===== src/rtl/math_seq_pkg.sv =====
// Opcodes of the byte-serial math datapath, host command encodings and the
// sequencer state set. MUL states exist only when MATH_SEQ_MUL_EN is defined.
package math_seq_pkg;

  localparam logic [7:0] OP_NOP  = 8'h00;
  localparam logic [7:0] OP_SEL  = 8'h01;
  localparam logic [7:0] OP_CLR0 = 8'h02;
  localparam logic [7:0] OP_CLR1 = 8'h03;
  localparam logic [7:0] OP_LDB  = 8'h04;
  localparam logic [7:0] OP_ADD  = 8'h08;
  localparam logic [7:0] OP_XFR  = 8'h09;
  localparam logic [7:0] OP_SHL  = 8'h0A;
  localparam logic [7:0] OP_SHR  = 8'h0C;

  localparam logic [2:0] CMD_LOAD  = 3'd0;
  localparam logic [2:0] CMD_XFER  = 3'd1;
  localparam logic [2:0] CMD_ADD   = 3'd2;
  localparam logic [2:0] CMD_MUL   = 3'd3;
  localparam logic [2:0] CMD_READ  = 3'd4;
  localparam logic [2:0] CMD_CLEAR = 3'd5;

  typedef enum logic [4:0] {
    S_IDLE,
    S_LD_CLR, S_LD_WAIT, S_LD_SHL, S_LD_BYTE,
    S_RD_OUT, S_RD_SHR,
    S_XF_CLR, S_XF_CPY,
    S_ADD,
    S_CL_CLR0, S_CL_CLR1,
`ifdef MATH_SEQ_MUL_EN
    S_MU_CLR1, S_MU_CPY, S_MU_CLR0, S_MU_SHL, S_MU_ADD,
`endif
    S_NOP
  } state_e;

endpackage


===== src/rtl/math_sequencer.sv =====
// Expands host macro-commands into primitive opcode/data sequences for the math
// datapath. Define MATH_SEQ_MUL_EN to build the MUL command; otherwise MUL is a NOP.
module math_sequencer
  import math_seq_pkg::*;
#(
  parameter int BITS = 128
) (
  input  logic       clk,
  input  logic       rst,
  input  logic       cmd_valid,
  output logic       cmd_ready,
  input  logic [2:0] cmd_op,
  input  logic [7:0] cmd_arg,
  input  logic       wr_valid,
  output logic       wr_ready,
  input  logic [7:0] wr_data,
  output logic       rd_valid,
  input  logic       rd_ready,
  output logic [7:0] rd_data,
  output logic       busy,
  output logic       cmd_done,
  output logic [7:0] math_op,
  output logic [7:0] math_data,
  input  logic [7:0] math_q
);

  if (BITS < 8 || BITS % 8 != 0) begin : g_bits_check
    $error("math_sequencer: BITS must be a positive multiple of 8");
  end

  state_e     state_q, state_d;
  logic [7:0] cnt_q, cnt_d;
  logic [7:0] byte_q, byte_d;
  logic [7:0] op_d, data_d;
  logic       wr_fire;
`ifdef MATH_SEQ_MUL_EN
  logic [7:0] k_q, k_d;
  logic [2:0] bit_q, bit_d;
`endif

  // NOTE: sequential state uses non-blocking assignments so every flop samples pre-edge values.
  always_ff @(posedge clk) begin
    if (rst) begin
      state_q   <= S_IDLE;
      cnt_q     <= '0;
      byte_q    <= '0;
      math_op   <= OP_NOP;
      math_data <= '0;
`ifdef MATH_SEQ_MUL_EN
      k_q       <= '0;
      bit_q     <= '0;
`endif
    end else begin
      state_q   <= state_d;
      cnt_q     <= cnt_d;
      byte_q    <= byte_d;
      math_op   <= op_d;
      math_data <= data_d;
`ifdef MATH_SEQ_MUL_EN
      k_q       <= k_d;
      bit_q     <= bit_d;
`endif
    end
  end

  // A LOAD byte may be taken while the previous primitive is still issuing, so
  // an unstalled byte costs only its shift and load cycles.
  assign wr_ready = (state_q == S_LD_CLR  && cnt_q != 8'd0) ||
                    (state_q == S_LD_WAIT)                   ||
                    (state_q == S_LD_BYTE && cnt_q != 8'd1);
  assign wr_fire   = wr_ready & wr_valid;
  assign cmd_ready = (state_q == S_IDLE);
  assign busy      = (state_q != S_IDLE);
  assign rd_valid  = (state_q == S_RD_OUT);
  assign rd_data   = math_q;

  // NOTE: every variable gets a default before the case, so no path can infer a latch.
  always_comb begin
    state_d = state_q;
    cnt_d   = cnt_q;
    byte_d  = byte_q;
`ifdef MATH_SEQ_MUL_EN
    k_d     = k_q;
    bit_d   = bit_q;
`endif
    case (state_q)
      S_IDLE: if (cmd_valid) begin
        cnt_d = cmd_arg;
`ifdef MATH_SEQ_MUL_EN
        k_d   = cmd_arg;
        bit_d = 3'd7;
`endif
        case (cmd_op)
          CMD_LOAD:  state_d = S_LD_CLR;
          CMD_XFER:  state_d = S_XF_CLR;
          CMD_ADD:   state_d = S_ADD;
          CMD_READ:  state_d = (cmd_arg == 8'd0) ? S_NOP : S_RD_OUT;
          CMD_CLEAR: state_d = S_CL_CLR0;
`ifdef MATH_SEQ_MUL_EN
          CMD_MUL:   state_d = S_MU_CLR1;
`else
          CMD_MUL:   state_d = S_NOP;
`endif
          default:   state_d = S_NOP;
        endcase
      end
      S_LD_CLR, S_LD_WAIT, S_LD_BYTE: begin
        if (state_q == S_LD_CLR && cnt_q == 8'd0) begin
          state_d = S_IDLE;
        end else if (state_q == S_LD_BYTE && cnt_q == 8'd1) begin
          state_d = S_IDLE;
        end else begin
          if (state_q == S_LD_BYTE) cnt_d = cnt_q - 8'd1;
          if (wr_fire) begin
            byte_d  = wr_data;
            state_d = S_LD_SHL;
          end else begin
            state_d = S_LD_WAIT;
          end
        end
      end
      S_LD_SHL:  state_d = S_LD_BYTE;
      S_RD_OUT:  if (rd_ready) state_d = S_RD_SHR;
      S_RD_SHR: begin
        if (cnt_q == 8'd1) begin
          state_d = S_IDLE;
        end else begin
          cnt_d   = cnt_q - 8'd1;
          state_d = S_RD_OUT;
        end
      end
      S_XF_CLR:  state_d = S_XF_CPY;
      S_CL_CLR0: state_d = S_CL_CLR1;
`ifdef MATH_SEQ_MUL_EN
      S_MU_CLR1: state_d = S_MU_CPY;
      S_MU_CPY:  state_d = S_MU_CLR0;
      S_MU_CLR0: state_d = S_MU_SHL;
      S_MU_SHL: begin
        if (k_q[bit_q]) begin
          state_d = S_MU_ADD;
        end else if (bit_q == 3'd0) begin
          state_d = S_IDLE;
        end else begin
          bit_d = bit_q - 3'd1;
        end
      end
      S_MU_ADD: begin
        if (bit_q == 3'd0) begin
          state_d = S_IDLE;
        end else begin
          bit_d   = bit_q - 3'd1;
          state_d = S_MU_SHL;
        end
      end
`endif
      default:   state_d = S_IDLE;
    endcase
  end

  // Opcode is decoded from the next state and registered, so it lines up with
  // the cycle in which that state is current.
  always_comb begin
    op_d     = OP_NOP;
    data_d   = 8'h00;
    cmd_done = 1'b0;
    case (state_d)
      S_LD_CLR, S_CL_CLR0:     op_d = OP_CLR0;
      S_XF_CLR, S_CL_CLR1:     op_d = OP_CLR1;
      S_XF_CPY:                op_d = OP_XFR;
      S_ADD:                   op_d = OP_ADD;
      S_LD_SHL: begin          op_d = OP_SHL; data_d = 8'd8;   end
      S_LD_BYTE: begin         op_d = OP_LDB; data_d = byte_q; end
      S_RD_SHR: begin          op_d = OP_SHR; data_d = 8'd8;   end
`ifdef MATH_SEQ_MUL_EN
      S_MU_CLR1:               op_d = OP_CLR1;
      S_MU_CPY:                op_d = OP_XFR;
      S_MU_CLR0:               op_d = OP_CLR0;
      S_MU_ADD:                op_d = OP_ADD;
      S_MU_SHL: begin          op_d = OP_SHL; data_d = 8'd1;   end
`endif
      default: ;
    endcase
    case (state_q)
      S_LD_CLR:                          cmd_done = (cnt_q == 8'd0);
      S_LD_BYTE, S_RD_SHR:               cmd_done = (cnt_q == 8'd1);
      S_XF_CPY, S_ADD, S_CL_CLR1, S_NOP: cmd_done = 1'b1;
`ifdef MATH_SEQ_MUL_EN
      S_MU_SHL:                          cmd_done = (bit_q == 3'd0) && !k_q[0];
      S_MU_ADD:                          cmd_done = (bit_q == 3'd0);
`endif
      default: ;
    endcase
  end

endmodule


===== config.mk =====
export PLATFORM = sky130hd
export DESIGN_NAME = math_sequencer
export DESIGN_NICKNAME = d
export VERILOG_FILES = /design/src/rtl/math_seq_pkg.sv /design/src/rtl/math_sequencer.sv
export SDC_FILE = /design/constraint.sdc
export NUM_CORES = 1
export LEC_CHECK = 0
export CORE_AREA = 2 2 98 62
export CTS_CLUSTER_SIZE = 10
export DETAILED_ROUTE_END_ITERATION = 10
export DIE_AREA = 0 0 100 64
export PLACE_DENSITY = 0.71
export SYNTH_ARGS = -nofsm -noshare
export SYNTH_HDL_FRONTEND = slang
export SYNTH_SLANG_ARGS = --single-unit

===== constraint.sdc =====
create_clock -name clk -period 6.45 [get_ports clk]
set_input_delay 1.6125 -clock clk [delete_from_list [all_inputs] [get_ports clk]]
set_output_delay 1.6125 -clock clk [all_outputs]
set_load 0.02 [all_outputs]

==> out/results.ini, run 1 <==
[run_status]
status = finished clean

[placement]
place_area_um2 = 2170
hpwlAfterDp_mm = 3.31
placed_cells = 305
place.port_buffers = 40
gp_congestion = 0.925

[worst_setup_path]
reg2reg_depth = 6
path_cells = or3b_1 -> or4_2 -> nand3b_2 -> clkdlybuf4s50_1
rr_endpoint = math_op[1]$_SDFF_PP0_
slowest_stage = clkdlybuf4s50_1
critPathLaunchType = register
crit_buf_inv = 1
endpoint_kind = output port
crit_type = register to output port
cpPeakStageDelay_ns = 0.63
rr_startpoint = state_q[2]$_SDFF_PP0_
reg2reg_slack_ns = 3.93
arrival_ns = 2.64
cp_top_family = simple AND/OR/NAND/NOR gates
crit_required_ns = 4.84
critPathMaxFanout = 14

[logic_synthesis]
ys_seq_area_share_pct = 36.1
avgSynthCellArea_um2 = 8.54
synth_ff_type = dfxtp_1
ys_ff_latch = 33
ys_warn_count = 0
async_flop_share_pct = 0
yosysTopAreaCellShare_pct = 36.1
ys_top_cells_by_area = dfxtp_1 (36%), buf_4 (5.3%), nor2_1 (5.1%), mux2i_1 (4.9%), o21ai_0 (3.8%)
postSynthCellCount = 214
ys_types = 55
synth_edf_count = 0
netlist_area_um2 = 1830
yosys.area.top_type = dfxtp_1

[global_route]
grt_pass1_wl_mm = 7.36
grt_max_degree = 27
grt_antenna_before_repair = 0
overflow = 0
grt.total_usage_pct = 14.9
grt_pass1_vias = 1459

[layout]
antenna-diode-count = 0
synthToLayoutAreaGrowth_pct = 24.9
finalNetCount = 278
fin_area_um2 = 2280
final-seq-area_um2 = 661
drive_gt1_share_pct = 7.79
multi_input_comb_area_um2 = 987
fin_cells = 313
final_cell_mix = clkdlybuf4s50_1 (40), dfxtp_1 (33), nor2_1 (25)
layout_commonest_cell = clkdlybuf4s50_1
fillers = 553

[hold_path]
hold_class = register to register
hp-start = byte_q[4]$_SDFFE_PP0P_
min_to = math_data[4]$_SDFF_PP0_
holdPathStages = 1

[floorplanning]
die-area_um2 = 6400
boundaryPins = 61
start_util_pct = 33.4
core_um2 = 5470
rows = 21
die_h_um = 64
die_x_um = 100

[cts]
cts_resized = 0
post_cts_buffers = 0
clkLatencyLatePin_ns = 0.29
cts_tree = done
cts_buffers = 5
cts.path.max_buffers = 2
clock-sinks = 33
root_buffer = clkbuf_8
cts_max_level = 2
holdBufCountCts = 0
clk_pin_slew_worst_paths_ns = 0.08

[power]
p_total_mw = 0.530
cellLeakagePower_nw = 0.920
p_per_area_nw_per_um2 = 232
ir_drop_mv = 0.0822

[sta]
worst_hold_slack_ns = 0.457
tns_ns = 0
hold_viol = 0
fin_skew_ns = 0.00595
drv_slew = 0
slew_headroom_pct = 53.3
setup_viol = 0
period_share_pct = 65.9
tightest_slew_ns = 0.699
rsz0062_at_grt = false
clock.fmax_ghz = 0.235
final.min_clock_period_ns = 4.25

[route]
dr_total_vias = 1625
drc = 0
ant_nets = 0
vias_per_cell = 5.19
detail_route.first_pass.iterations = 4
wirelength_mm = 4.44
drtIter0Drc = 107
wl_per_cell_um = 14.2

[job]
maxCapViolCount = 0

[where the power goes]
| part | internal (mW) | switching, mW |
|---|---|---|
| registers | 0.212 | 0.0115 |
| logic | 0.0497 | 0.0557 |
| clock network | 0.116 | 0.0856 |
| total | 0.377 | 0.153 |
[metal layers]
metal	share of wire, %	routed length (µm)	track usage, %	vias up
met5	0	0	0	-
met2	43	1890	20.8	67
met4	2.0	87	7.19	0
met1	46	2060	20.5	740
met3	8.9	396	5.14	10
li1	-	-	-	808
[cell families (layout without fill, tap and decap cells)]
family / after synthesis / in the layout / share of synthesized area [%]
and+or+nand+nor: 90 / 90 / 27.7
muxes: 9 / 9 / 4.93
DFF: 33 / 33 / 36.1
buffers and inverters: 30 / 56 / 10.7
adders and majority gates: 3 / 3 / 2.05
AOI/OAI and AO/OA: 46 / 46 / 17.4
other: 1 / 5 / 0.205
xor gates and xnor gates: 2 / 2 / 0.958
[state kept, by name, summed over array words and instances, names as in the netlist]
register / flops
cnt_q: 8
state_q: 5
math_data: 8
math_op: 4
byte_q: 8
[worst max path at each step]
stage,endpoint,startpoint,depth (start not counted),slack (ns)
finish,wr_ready,state_q[0]$_SDFF_PP0_,4,2.20
global route,wr_ready,state_q[0]$_SDFF_PP0_,4,2.07
CTS,wr_ready,state_q[0]$_SDFF_PP0_,4,2.19
detailed placement,math_op[1]$_SDFF_PP0_,cmd_valid,6,2.45
global placement,math_op[1]$_SDFF_PP0_,cmd_valid,6,2.48
floorplan,math_op[1]$_SDFF_PP0_,cmd_valid,5,3.04
[synthesized netlist by cell type (2+ instances only)]
master / n
inv_1: 7
nor2b_1: 2
buf_4: 13
clkbuf_1: 7
or4b_1: 2
nor4_1: 6
and2_1: 9
or3_1: 2
xnor2_1: 2
a2bb2oi_1: 2
mux2i_1: 9
o21ai_0: 14
nor3_1: 4
ha_1: 3
a31oi_1: 2
nand2_1: 15
nor2_1: 25
nand4_1: 2
nand3_1: 4
or4_1: 3
a22oi_1: 4
a21oi_1: 9
or3b_1: 2
nor3b_1: 3
dfxtp_1: 33
[area by class of cell]
cell class                 count  area share (%)
clock buffer                   5            3.01
clock inverter                 3            2.03
inverter                       7            1.15
multi-input combinational    155            43.2
sequential                    33            28.9
tap                           69            3.78
timing repair buffer          41            17.9
[per-stage QoR]
step,utilization (%),worst slack [ns]
4_1_cts,41.8,2.19
3_3_place_gp,39.7,2.48
2_1_floorplan,-,3.04
6_report,41.8,2.20
3_5_place_dp,39.7,2.45
5_1_grt,41.8,2.07
[worst reg2reg max path, cell delays in order (launching register included)]
cell and delay (ns):
dfxtp_1 0.46, or4b_4 0.60, or3_4 0.38, o311ai_2 0.28, nor2_1 0.13, or4_1 0.49, o221ai_1 0.09
No activity file was read; power rests on OpenSTA's default activity.
==> run 2, diff against run 1 <==
--- a/config.mk
+++ b/config.mk
@@ -9,7 +9,7 @@
 export CTS_CLUSTER_SIZE = 10
 export DETAILED_ROUTE_END_ITERATION = 10
 export DIE_AREA = 0 0 100 64
-export PLACE_DENSITY = 0.71
+export PLACE_DENSITY = 0.73
 export SYNTH_ARGS = -nofsm -noshare
 export SYNTH_HDL_FRONTEND = slang
 export SYNTH_SLANG_ARGS = --single-unit
==> constraint.sdc (replaced) <==
create_clock -name clk -period 3.6 [get_ports clk]
set_input_delay 0.9 -clock clk [delete_from_list [all_inputs] [get_ports clk]]
set_output_delay 0.9 -clock clk [all_outputs]
set_load 0.02 [all_outputs]
==> out/results.ini, run 2 (same netlist as run 1, synthesis figures left out) <==
[floorplanning]
die-area_um2 = 6400  ; unchanged
die_h_um = 64  ; unchanged
die_x_um = 100  ; unchanged
core_um2 = 5470  ; unchanged
rows = 21  ; unchanged
boundaryPins = 61  ; unchanged
start_util_pct = 33.4  ; unchanged

[global_route]
overflow = 0  ; unchanged
grt_pass1_wl_mm = 7.41  ; +0.75%
grt_antenna_before_repair = 0  ; unchanged
grt.total_usage_pct = 14.7  ; -0.25 points
grt_pass1_vias = 1536  ; +5.3%
grt_max_degree = 23  ; -15%

[placement]
dp_slack_ns = 0.344  ; -2.10 ns
gp_congestion = 0.871  ; -5.8%
hpwlAfterDp_mm = 3.30  ; -0.31%
place.port_buffers = 40  ; unchanged

[worst_setup_path]
crit_required_ns = 2.70  ; -2.14 ns
rr_startpoint = state_q[2]$_SDFF_PP0_
arrival_ns = 2.51  ; -0.13 ns
rr_endpoint = math_op[1]$_SDFF_PP0_
reg2reg_depth = 5  ; -1
endpoint_kind = output port
crit_type = register to output port
reg2reg_slack_ns = 1.16  ; -2.77 ns
slowest_stage = or4_2
cpPeakStageDelay_ns = 0.66  ; +0.03 ns
path_cells = inv_1 -> ha_1 -> or4_2 -> nand3b_2 -> clkdlybuf4s50_1
critPathMaxFanout = 7  ; -7
critPathLaunchType = register

[sta]
tightest_slew_ns = 0.706  ; +0.00646 ns
rsz0062_at_grt = false
hold_viol = 0  ; unchanged
slew_headroom_pct = 52.9  ; -0.43 points
drv_slew = 0  ; unchanged
final.min_clock_period_ns = 3.41
clock.fmax_ghz = 0.294
period_share_pct = 94.6
setup_viol = 0  ; unchanged
setup_ws_ns = 0.194  ; -2.01 ns
tns_ns = 0  ; unchanged
fin_skew_ns = 0.00344  ; -0.00251 ns

[cts]
root_buffer = clkbuf_8
cts.path.max_buffers = 2  ; unchanged
holdBufCountCts = 0  ; unchanged
clk_pin_slew_worst_paths_ns = 0.07  ; about the same
cts_buffers = 5  ; unchanged
cts_resized = 0  ; unchanged
cts_max_level = 2  ; unchanged
clkLatencyLatePin_ns = 0.28  ; about the same
clock-sinks = 33  ; unchanged
post_cts_buffers = 0  ; unchanged
cts_tree = done

[power]
ir_drop_mv = 0.152  ; +84%
cellLeakagePower_nw = 0.930  ; +1.0%
p_per_area_nw_per_um2 = 415  ; +79%

[layout]
layout_commonest_cell = clkdlybuf4s50_1
final_cell_mix = clkdlybuf4s50_1 (40), dfxtp_1 (33), nor2_1 (25)
synthToLayoutAreaGrowth_pct = 25.4
fillers = 529  ; -4.3%
antenna-diode-count = 0  ; unchanged
finalNetCount = 279  ; +0.36%
reg_top3 = byte_q x8, cnt_q x8, math_data x8
drive_gt1_share_pct = 7.76  ; -0.032 points

[hold_path]
min_to = math_data[5]$_SDFF_PP0_
hp-start = byte_q[5]$_SDFFE_PP0P_
holdPathStages = 1  ; unchanged
hold_class = register to register

[route]
wirelength_mm = 4.33  ; -2.5%
detail_route.first_pass.iterations = 4  ; unchanged
drc = 0  ; unchanged
ant_nets = 0  ; unchanged
wl_per_cell_um = 13.8  ; -2.8%
vias_per_cell = 5.17  ; -0.44%
drtIter0Drc = 94  ; -12%
dr_total_vias = 1623  ; -0.12%

[run_status]
status = finished clean

[job]
maxCapViolCount = 0  ; unchanged

run 2: cell types whose count changed in the layout (fill, tap and decap cells not counted):
| cell | before | now |
|---|---|---|
| buf_4 | 1 | 2 |
| clkbuf_1 | 0 | 1 |
| clkbuf_8 | 5 | 6 |
| clkinv_4 | 1 | 0 |
| clkinvlp_4 | 1 | 0 |
run 2: worst max-delay path by stage:
stage / from / to / slack (ns)
finish: cnt_q[0]$_SDFFE_PP0P_ / wr_ready / 0.19
global placement: cmd_valid / math_op[1]$_SDFF_PP0_ / 0.34
global route: cnt_q[0]$_SDFFE_PP0P_ / wr_ready / 0.11
detailed placement: cmd_valid / math_op[1]$_SDFF_PP0_ / 0.34
floorplan: cmd_valid / math_op[1]$_SDFF_PP0_ / 0.90
CTS: cnt_q[0]$_SDFFE_PP0P_ / wr_ready / 0.20
run 2: layout make-up:
cell class	instances	area [µm²]	share of cell area (%)
repair buffers	42	415	18.1
multi-input cells	155	987	43.1
clock inverters	1	30.0	1.31
flip-flops and latches	33	661	28.8
clock buffers	7	86.3	3.77
inverters	7	26.3	1.15
well taps	69	86.3	3.77
run 2: critical path, delay by kind of cell (launching register included):
family	cells	cell delay (ns)
adders and majority gates	1	0.24
buffers and inverters	2	0.72
DFF	1	0.44
and+or+nand+nor	2	0.83
run 2: power breakdown:
part | switching (mW) | internal, mW | leakage, nW
clock network | 0.134 | 0.226 | 0.0585
logic | 0.103 | 0.0900 | 0.603
registers | 0.0181 | 0.380 | 0.268
run 2: routing by layer:
layer  GRT usage, %  wire length (µm)  part of all wire (%)
met4           3.77                14                  0.32
met2           21.2              1750                    40
met5              0                 0                     0
met3           5.14               375                   8.7
met1           20.7              2190                    51
run 2: per-stage QoR:
stage          power [mW]  area, µm²  std cells  hold WS [ns]  utilization [%]
5_1_grt              1.00       2290        314         0.492             41.9
2_1_floorplan       0.547       1840        218         0.430                -
6_report            0.951       2290        314         0.457             41.9
4_1_cts             0.956       2290        314         0.463             41.9
3_5_place_dp        0.597       2180        306         0.446             39.8
3_3_place_gp        0.593       2180        306         0.438             39.8
